**src/rtl/pc_vector_unit_if.sv**
```systemverilog
// Vector-fetch read channel between pc_vector_unit (master) and a spare
// data-memory read port (slave). vec_data is valid in the cycle vec_ack is high.
interface pc_vector_unit_if #(
    parameter int ADDR_W = 8
);
    logic              vec_req;
    logic [ADDR_W-1:0] vec_addr;
    logic              vec_ack;
    logic [ADDR_W-1:0] vec_data;

    modport master (
        output vec_req,
        output vec_addr,
        input  vec_ack,
        input  vec_data
    );

    modport slave (
        input  vec_req,
        input  vec_addr,
        output vec_ack,
        output vec_data
    );
endinterface

```
**src/rtl/pc_vector_unit.sv**
```systemverilog
// Program counter that fetches its reset and interrupt vectors from data memory.
// Optional macro INTR_MASK_EN adds an intr_enable input that gates interrupt entry.
module pc_vector_unit #(
    parameter int ADDR_W         = 8,
    parameter int RESET_VEC_ADDR = 0,
    parameter int INTR_VEC_ADDR  = 1
) (
    input  logic              clk,
    input  logic              rst,
    input  logic              RESET_IN,
    input  logic              INTR_IN,
    input  logic              pc_write,
    input  logic              pc_src,
    input  logic              pc_increment,
    input  logic [ADDR_W-1:0] pc_in,
`ifdef INTR_MASK_EN
    input  logic              intr_enable,
`endif
    pc_vector_unit_if.master  vec,
    output logic [ADDR_W-1:0] PC,
    output logic [ADDR_W-1:0] ret_pc,
    output logic              intr_ack,
    output logic              busy
);

    typedef enum logic [1:0] {
        FETCH_RST  = 2'd0,
        FETCH_INTR = 2'd1,
        RUN        = 2'd2
    } state_e;

    state_e            state_q, state_d;
    logic [ADDR_W-1:0] pc_q, pc_d;
    logic [ADDR_W-1:0] ret_pc_q, ret_pc_d;
    logic              intr_ack_q, intr_ack_d;
    logic              intr_pending_q, intr_pending_d;
    logic              intr_en;
    logic              take;
    logic [ADDR_W-1:0] pc_step;

`ifdef INTR_MASK_EN
    assign intr_en = intr_enable;
`else
    assign intr_en = 1'b1;
`endif

    // Sequential step is +1 or +2; wraps naturally modulo 2^ADDR_W.
    assign pc_step = {{(ADDR_W-2){1'b0}}, pc_increment, ~pc_increment};

    always_comb begin
        // NOTE: every signal gets a default before the case so no path leaves it unassigned (no latches).
        state_d        = state_q;
        pc_d           = pc_q;
        ret_pc_d       = ret_pc_q;
        intr_ack_d     = 1'b0;
        intr_pending_d = intr_pending_q;
        take           = 1'b0;

        unique case (state_q)
            FETCH_RST: begin
                if (vec.vec_ack) begin
                    pc_d    = vec.vec_data;
                    state_d = RUN;
                end
            end
            FETCH_INTR: begin
                // A reset request wins over a completing interrupt-vector read.
                if (RESET_IN) begin
                    state_d        = FETCH_RST;
                    intr_pending_d = 1'b0;
                end else if (vec.vec_ack) begin
                    pc_d    = vec.vec_data;
                    state_d = RUN;
                end
            end
            RUN: begin
                if (RESET_IN) begin
                    state_d        = FETCH_RST;
                    intr_pending_d = 1'b0;
                end else if (intr_pending_q && intr_en) begin
                    take           = 1'b1;
                    ret_pc_d       = pc_q;
                    intr_ack_d     = 1'b1;
                    intr_pending_d = 1'b0;
                    state_d        = FETCH_INTR;
                end else if (pc_write) begin
                    pc_d = pc_src ? pc_in : pc_q + pc_step;
                end
            end
            default: state_d = FETCH_RST;
        endcase

        if (INTR_IN && !RESET_IN && !take && (state_q != FETCH_INTR)) begin
            intr_pending_d = 1'b1;
        end
    end

    // NOTE: state registers use non-blocking assignments so all flops update from pre-edge values.
    always_ff @(posedge clk or posedge rst) begin
        if (rst) begin
            state_q        <= FETCH_RST;
            pc_q           <= '0;
            ret_pc_q       <= '0;
            intr_ack_q     <= 1'b0;
            intr_pending_q <= 1'b0;
        end else begin
            state_q        <= state_d;
            pc_q           <= pc_d;
            ret_pc_q       <= ret_pc_d;
            intr_ack_q     <= intr_ack_d;
            intr_pending_q <= intr_pending_d;
        end
    end

    always_comb begin
        vec.vec_req  = 1'b0;
        vec.vec_addr = '0;
        unique case (state_q)
            FETCH_RST: begin
                vec.vec_req  = 1'b1;
                vec.vec_addr = ADDR_W'(RESET_VEC_ADDR);
            end
            FETCH_INTR: begin
                vec.vec_req  = 1'b1;
                vec.vec_addr = ADDR_W'(INTR_VEC_ADDR);
            end
            default: ;
        endcase
    end

    assign busy     = vec.vec_req;
    assign PC       = pc_q;
    assign ret_pc   = ret_pc_q;
    assign intr_ack = intr_ack_q;

endmodule

```
**src/flat_wrapper.sv**
```systemverilog
// flat-port wrapper written by rule: the top's interface ports become plain ports
module pc_vector_unit_flat 
#(
    parameter int ADDR_W         = 8,
    parameter int RESET_VEC_ADDR = 0,
    parameter int INTR_VEC_ADDR  = 1
)
  (clk, rst, RESET_IN, INTR_IN, pc_write, pc_src, pc_increment, pc_in, PC, ret_pc, intr_ack, busy, vec_vec_req, vec_vec_addr, vec_vec_ack, vec_vec_data);
  pc_vector_unit_if #(.ADDR_W(ADDR_W)) vec_i ();
  input  logic clk;
  input  logic rst;
  input  logic RESET_IN;
  input  logic INTR_IN;
  input  logic pc_write;
  input  logic pc_src;
  input  logic pc_increment;
  input  logic [ADDR_W-1:0] pc_in;
  output logic [ADDR_W-1:0] PC;
  output logic [ADDR_W-1:0] ret_pc;
  output logic intr_ack;
  output logic busy;
  output wire logic [$bits(vec_i.vec_req)-1:0] vec_vec_req;
  output wire logic [$bits(vec_i.vec_addr)-1:0] vec_vec_addr;
  input wire logic [$bits(vec_i.vec_ack)-1:0] vec_vec_ack;
  input wire logic [$bits(vec_i.vec_data)-1:0] vec_vec_data;
  assign vec_vec_req = vec_i.vec_req;
  assign vec_vec_addr = vec_i.vec_addr;
  assign vec_i.vec_ack = vec_vec_ack;
  assign vec_i.vec_data = vec_vec_data;
  pc_vector_unit #(.ADDR_W(ADDR_W), .RESET_VEC_ADDR(RESET_VEC_ADDR), .INTR_VEC_ADDR(INTR_VEC_ADDR)) u_core (.clk(clk), .rst(rst), .RESET_IN(RESET_IN), .INTR_IN(INTR_IN), .pc_write(pc_write), .pc_src(pc_src), .pc_increment(pc_increment), .pc_in(pc_in), .vec(vec_i), .PC(PC), .ret_pc(ret_pc), .intr_ack(intr_ack), .busy(busy));
endmodule
```
**config.mk**
```make
export PLATFORM = sky130hd
export DESIGN_NAME = pc_vector_unit_flat
export DESIGN_NICKNAME = d
export VERILOG_FILES = /design/src/rtl/pc_vector_unit_if.sv /design/src/rtl/pc_vector_unit.sv /design/src/flat_wrapper.sv
export SDC_FILE = /design/constraint.sdc
export NUM_CORES = 1
export LEC_CHECK = 0
export ABC_CLOCK_PERIOD_IN_PS = 2750
export CAP_MARGIN = 40
export CORE_UTILIZATION = 46
export CTS_CLUSTER_SIZE = 8
export DETAILED_ROUTE_END_ITERATION = 16
export PLACE_DENSITY = 0.85
export RECOVER_POWER = 50
export SYNTH_ARGS = -nofsm -noshare
export SYNTH_HDL_FRONTEND = slang
export SYNTH_SLANG_ARGS = --single-unit
```
**constraint.sdc**
```tcl
create_clock -name clk -period 2.75 [get_ports clk]
set_input_delay 0.4125 -clock clk [delete_from_list [all_inputs] [get_ports clk]]
set_output_delay 0.4125 -clock clk [all_outputs]
set_load 0.05 [all_outputs]
```
=== Yosys cells after proc, flatten, opt, wreduce, memory -nomap -nowiden ===
Cells that the tools add are included.

* Register bits: 20
* Input bits: 24
* Output and inout bits: 27
* Logic and storage cells: 49

* Add/sub/neg operators: 1
* Equal/unequal tests: 9
* Mux-type cells: 20
* Bitwise logic cells: 2
* Reduce and logical (&&, ||, !) cells: 12

{| class="wikitable"
|+ Operators by type and width
! cell !! number
|-
| 8-bit two-way mux || 6
|-
| 8-bit one-hot mux with 3 select lines || 1
|-
| 8-bit by 2-bit adder with 8-bit output || 1
|-
| 2-bit two-way mux || 4
|-
| 2-bit inequality test, second input constant || 4
|-
| 1-bit two-way mux || 7
|-
| 3-bit by 2-bit inequality test with 1-bit output, second input constant || 2
|-
| 2-bit one-hot mux with 3 select lines || 1
|-
| 3-bit nonzero test || 2
|-
| 5-bit AND reduction || 1
|-
| 1-bit logical AND || 3
|-
| 3-bit AND reduction || 1
|-
| 2-bit by 1-bit == test with 1-bit output, second input constant || 1
|-
| 2-bit == test, second input constant || 1
|-
| 1-bit logical NOT || 2
|-
| 2-bit logical NOT || 1
|-
| 2-bit by 1-bit inequality test with 1-bit output, second input constant || 1
|-
| 1-bit NOT || 2
|-
| 1-bit one-hot mux with 2 select lines || 1
|-
| 2-bit AND reduction || 1
|-
| 2-bit OR reduction || 1
|}

=== Depth between registers and ports, before layout ===
* Depth after elaboration: 8
* Depth in mapped cells: 8

=== Least setup slack after synthesis ===
OpenSTA, ideal clock, no wires.

* Path kind: register -> register
* From: register u_core.pc_q[0] (netlist: u_core.PC[0])
* To: register u_core.pc_q[4] (netlist: u_core.PC[4])
* Setup time: 0.082 ns
* Arrival time: 2.015 ns
* Slack: 0.653 ns
* Cell stages (with the launch flop): 8
* Path buffers: 0
* Path through: dfrtp_1 -> ha_1 -> inv_1 -> fa_1 -> nand3b_1 -> xor2_1 -> a21o_1 -> a31oi_1

* Cells in the longest elaborated chain, start to end: 6

{| class="wikitable"
|+ RTL lines
! what !! line !! text
|-
| start, declared || pc_vector_unit.sv:33 || <nowiki>logic [ADDR_W-1:0] pc_q, pc_d;</nowiki>
|-
| start signal, assigned || pc_vector_unit.sv:108 || <nowiki>pc_q <= pc_d;</nowiki>
|-
| 8-bit by 2-bit adder with 8-bit output || pc_vector_unit.sv:87 || <nowiki>pc_d = pc_src ? pc_in : pc_q + pc_step;</nowiki>
|-
| 8-bit two-way mux || pc_vector_unit.sv:87 ||
|-
| 8-bit two-way mux || pc_vector_unit.sv:86 || <nowiki>end else if (pc_write) begin</nowiki>
|-
| 8-bit two-way mux || pc_vector_unit.sv:80 || <nowiki>end else if (intr_pending_q && intr_en) begin</nowiki>
|-
| 8-bit two-way mux || pc_vector_unit.sv:77 || <nowiki>if (RESET_IN) begin</nowiki>
|-
| 8-bit one-hot mux with 3 select lines || pc_vector_unit.sv:59 || <nowiki>unique case (state_q)</nowiki>
|}

Every way passes these cells. The select of a mux whose other input is x is not followed.
A chain may end at the register's enable or synchronous reset.

=== Worst setup path after layout ===
* From: register u_core.state_q[1]
* To: output vec_vec_req

* Cells in the longest elaborated chain, start to end: 3
* Elaborated cells on any way between the ends: 4

{| class="wikitable"
|+ RTL lines
! what !! line !! text
|-
| start, declared || pc_vector_unit.sv:32 || <nowiki>state_e state_q, state_d;</nowiki>
|-
| start signal, assigned || pc_vector_unit.sv:107 || <nowiki>state_q <= state_d;</nowiki>
|-
| 2-bit by 1-bit == test with 1-bit output / 2-bit logical NOT (equally long branches) || pc_vector_unit.sv:118 || <nowiki>unique case (state_q)</nowiki>
|-
| 2-bit OR reduction (no source line) * || - ||
|-
| 1-bit two-way mux * || pc_vector_unit.sv:118 ||
|-
| end, declared || flat_wrapper.sv:22 || <nowiki>output wire logic [$bits(vec_i.vec_req)-1:0] vec_vec_req;</nowiki>
|}

Mark *: on every way between the ends. The rest lies on a longest branch, timed or not.

==> out/metrics.cfg <==
[sta]
final.min_clock_period_ns = 2.53
timing.final.setup_violations = 0
grt_setup_unrepaired = false
timing.final.hold_violations = 0
clock_skew_ns = 0.000781
layout_worst_path_cycle_share_pct = 92.1
slew-limit-headroom_pct = 49.1
timing_worst_slew_pin_value_ns = 0.763
report.final.slew_viol_count = 0
tns_ns = 0
maxClockFrequency_ghz = 0.395

[yosys]
synth-compound-area-share_pct = 20.6
synth_area_per_cell_um2 = 8.99
synthXorXnorAreaFrac_pct = 1.40
synth_top_cell_by_area = dfrtp_1
synthMuxAreaShare_pct = 5.11
synthesized_flop_and_latch_total = 20
synth_top_cell_area_share_pct = 40.0
synth_fa_ha_area_share_pct = 7.61
synth.lib_cells_used.distinct = 38
synth.cell_area_um2 = 1250
ys_dominant_reg_cell = dfrtp_1
post_synth_inst_count = 139
ys_seq_area_share_pct = 40.0
synth_top_cells_by_area = dfrtp_1, nand2_1, ha_1, buf_4, a21oi_1
yosysWarningCount = 0
synth_most_common_cell = nand2_1
synthArstFlopShare_pct = 100
post_synth_most_frequent_cells = nand2_1, dfrtp_1, inv_1
main_combinational_cell_family_by_area_after_synthesis = compound AO/OA/AOI/OAI gates
synth_edf_count = 0
synth-simple-area-share_pct = 15.9

[drt]
drc_errors = 0
drt-vias-per-instance = 5.77
routed_wirelength_mm = 3.08
route.antenna.remaining_nets = 0
num_vias = 1228
route.detailed.wl_per_inst_um = 14.5
drt-initial-drc-count = 28
first_pass_iters = 4

[worst_hold_path]
worst_hold_path.num_cells = 2
hold_path_class = flop to flop

[finish]
diodes = 0
finalInstanceArea_um2 = 1720
area_delta_synth_final_pct = 37.3
finalNonFillerCells = 213
utilization_pct = 68.1
drive_gt1_share_pct = 6.01
finish.net_count = 215
fillers = 210

[clock_network]
inserted_clock_buffers = 3
clkTransAtPathRegs_ns = 0.12
cts_h_tree_depth = 1
post_cts_resized = 0
post_cts.repair.setup_buffers = 0
clock_tree.root_cell = clkbuf_4
cts_hold_buf = 0
tritoncts_clock_tree = built
clock-sinks = 20
clk_buf_depth = 2
worst_skew_pair.late_latency_ns = 0.31

[placed_design]
gpl.final_weighted_congestion = 0.803
hpwl_mm = 2.38
dpl.cell_count = 209
placed_area_um2 = 1680
buffer_ports.inserted = 43

[critical_path]
slowest_stage = clkdlybuf4s50_1
critical_path_depth = 4
setup.worst_path.class = flop to primary output
startpoint_type = flop
worstSetupEndpointType = primary output
max_stage_delay_ns = 0.72
wp_buf_inv = 2
crit_fanout = 6
worst_r2r_path_depth = 6
cp.arrival_ns = 2.12
worstPathRequired_ns = 2.34
worstPathCellList = inv_1 -> ha_1 -> or2_2 -> clkdlybuf4s50_1
critical_path.top_delay_family = buffers and inverters

[die]
fp.dieH_um = 54.1
initial_core_util_pct = 49.6
die_area_um2 = 2930
fp.dieW_um = 54.1
row_count = 18
io_pins = 51
design.core.area_um2 = 2520

[global_route]
initial_antenna_violation_count = 0
grt_pass1_vias = 1077
grt_max_degree = 21
wire_length_of_the_first_global_routing_pass_mm = 4.90
overflow = 0
global_router_s_overall_resource_usage_pct = 23.3

[power]
max-vdd-ir-drop_mv = 0.830
total_power_w = 0.00218
power_per_cell_area_nw_per_um2 = 1270
power.leakage_nw = 0.759

[status]
result_of_the_run = complete, no violations

[run]
maxCapViolCount = 0

[through the flow]
stage	worst slack (ns)	hold slack, ns
detailed placement	0.316	0.470
global placement	0.409	0.457
finish	0.218	0.487
global route	0.151	0.518
floorplan	0.653	0.376
CTS	0.230	0.497
[cell families (layout without fill, tap and decap cells)]
logic type,after synthesis,after routing
mux,6,6
other cells,1,7
flops,20,20
xor+xnor,2,2
fa+ha+maj,7,7
buf+inv,22,60
compound gates,39,39
simple gates,42,42
[cell usage in the layout (no fill, tap or decap), types with 2 or more instances in the layout]
cell              n
a21oi_1           9
a31oi_1           4
clkbuf_4          3
clkdlybuf4s50_1  35
conb_1            7
dfrtp_1          20
dlygate4sd3_1     8
ha_1              6
inv_1            12
mux2_2            3
mux2i_1           3
nand2_1          25
nand2b_1          2
nor2b_1           2
nor3_1            5
o2111ai_1         2
o211ai_1          3
o21a_1            3
o21ai_0           8
o311ai_0          2
xor2_1            2
[routing by layer]
layer	vias to the layer above	GRT usage (%)	share of wire [%]
met5	-	0	0
met4	0	7.69	1.7
met3	9	4.52	6.1
met2	61	37.6	49
met1	590	30.9	43
li1	568	-	-
[registers in the layout, summed over array words and instances, names as in the netlist]
register / cells
u_core.state_q: 2
u_core.intr_ack: 1
u_core.ret_pc: 8
u_core.PC: 8
u_core.intr_pending_q: 1
[worst paths after layout]
path | slack (ns) | to | start
worst max register to register | 0.48 | u_core.ret_pc[0]$_DFFE_PP0P_ | u_core.state_q[0]$_DFFE_PP0P_
worst max-delay path | 0.22 | vec_vec_req | u_core.state_q[1]$_DFFE_PP0P_
worst min-delay path | 0.49 | u_core.ret_pc[2]$_DFFE_PP0P_ | u_core.ret_pc[2]$_DFFE_PP0P_
max in group asynchronous | 1.62 | u_core.PC[5]$_DFFE_PP0P_ | rst
min in group asynchronous | 0.66 | u_core.state_q[0]$_DFFE_PP0P_ | rst
worst min register to register | 0.49 | u_core.ret_pc[2]$_DFFE_PP0P_ | u_core.ret_pc[2]$_DFFE_PP0P_
[cell type report]
cell class,instances,area [um^2],area share (%)
Multi-Input combinational cell,103,659,38.4
Sequential cell,20,500,29.2
Timing Repair Buffer,44,438,25.5
Inverter,12,45.0,2.62
Tap cell,30,37.5,2.19
Clock buffer,4,36.3,2.11
[worst min-delay path, stage by stage, from the launching register on]
cell and delay [ns]:
dfrtp_1 0.36, nand2_1 0.04, o21ai_0 0.06
[report_power, final]
part           switching, W  internal (W)
registers          0.000150      0.000431
clock network     0.0000992     0.0000809
logic              0.000924      0.000493
No activity file was read; power rests on OpenSTA's default activity.
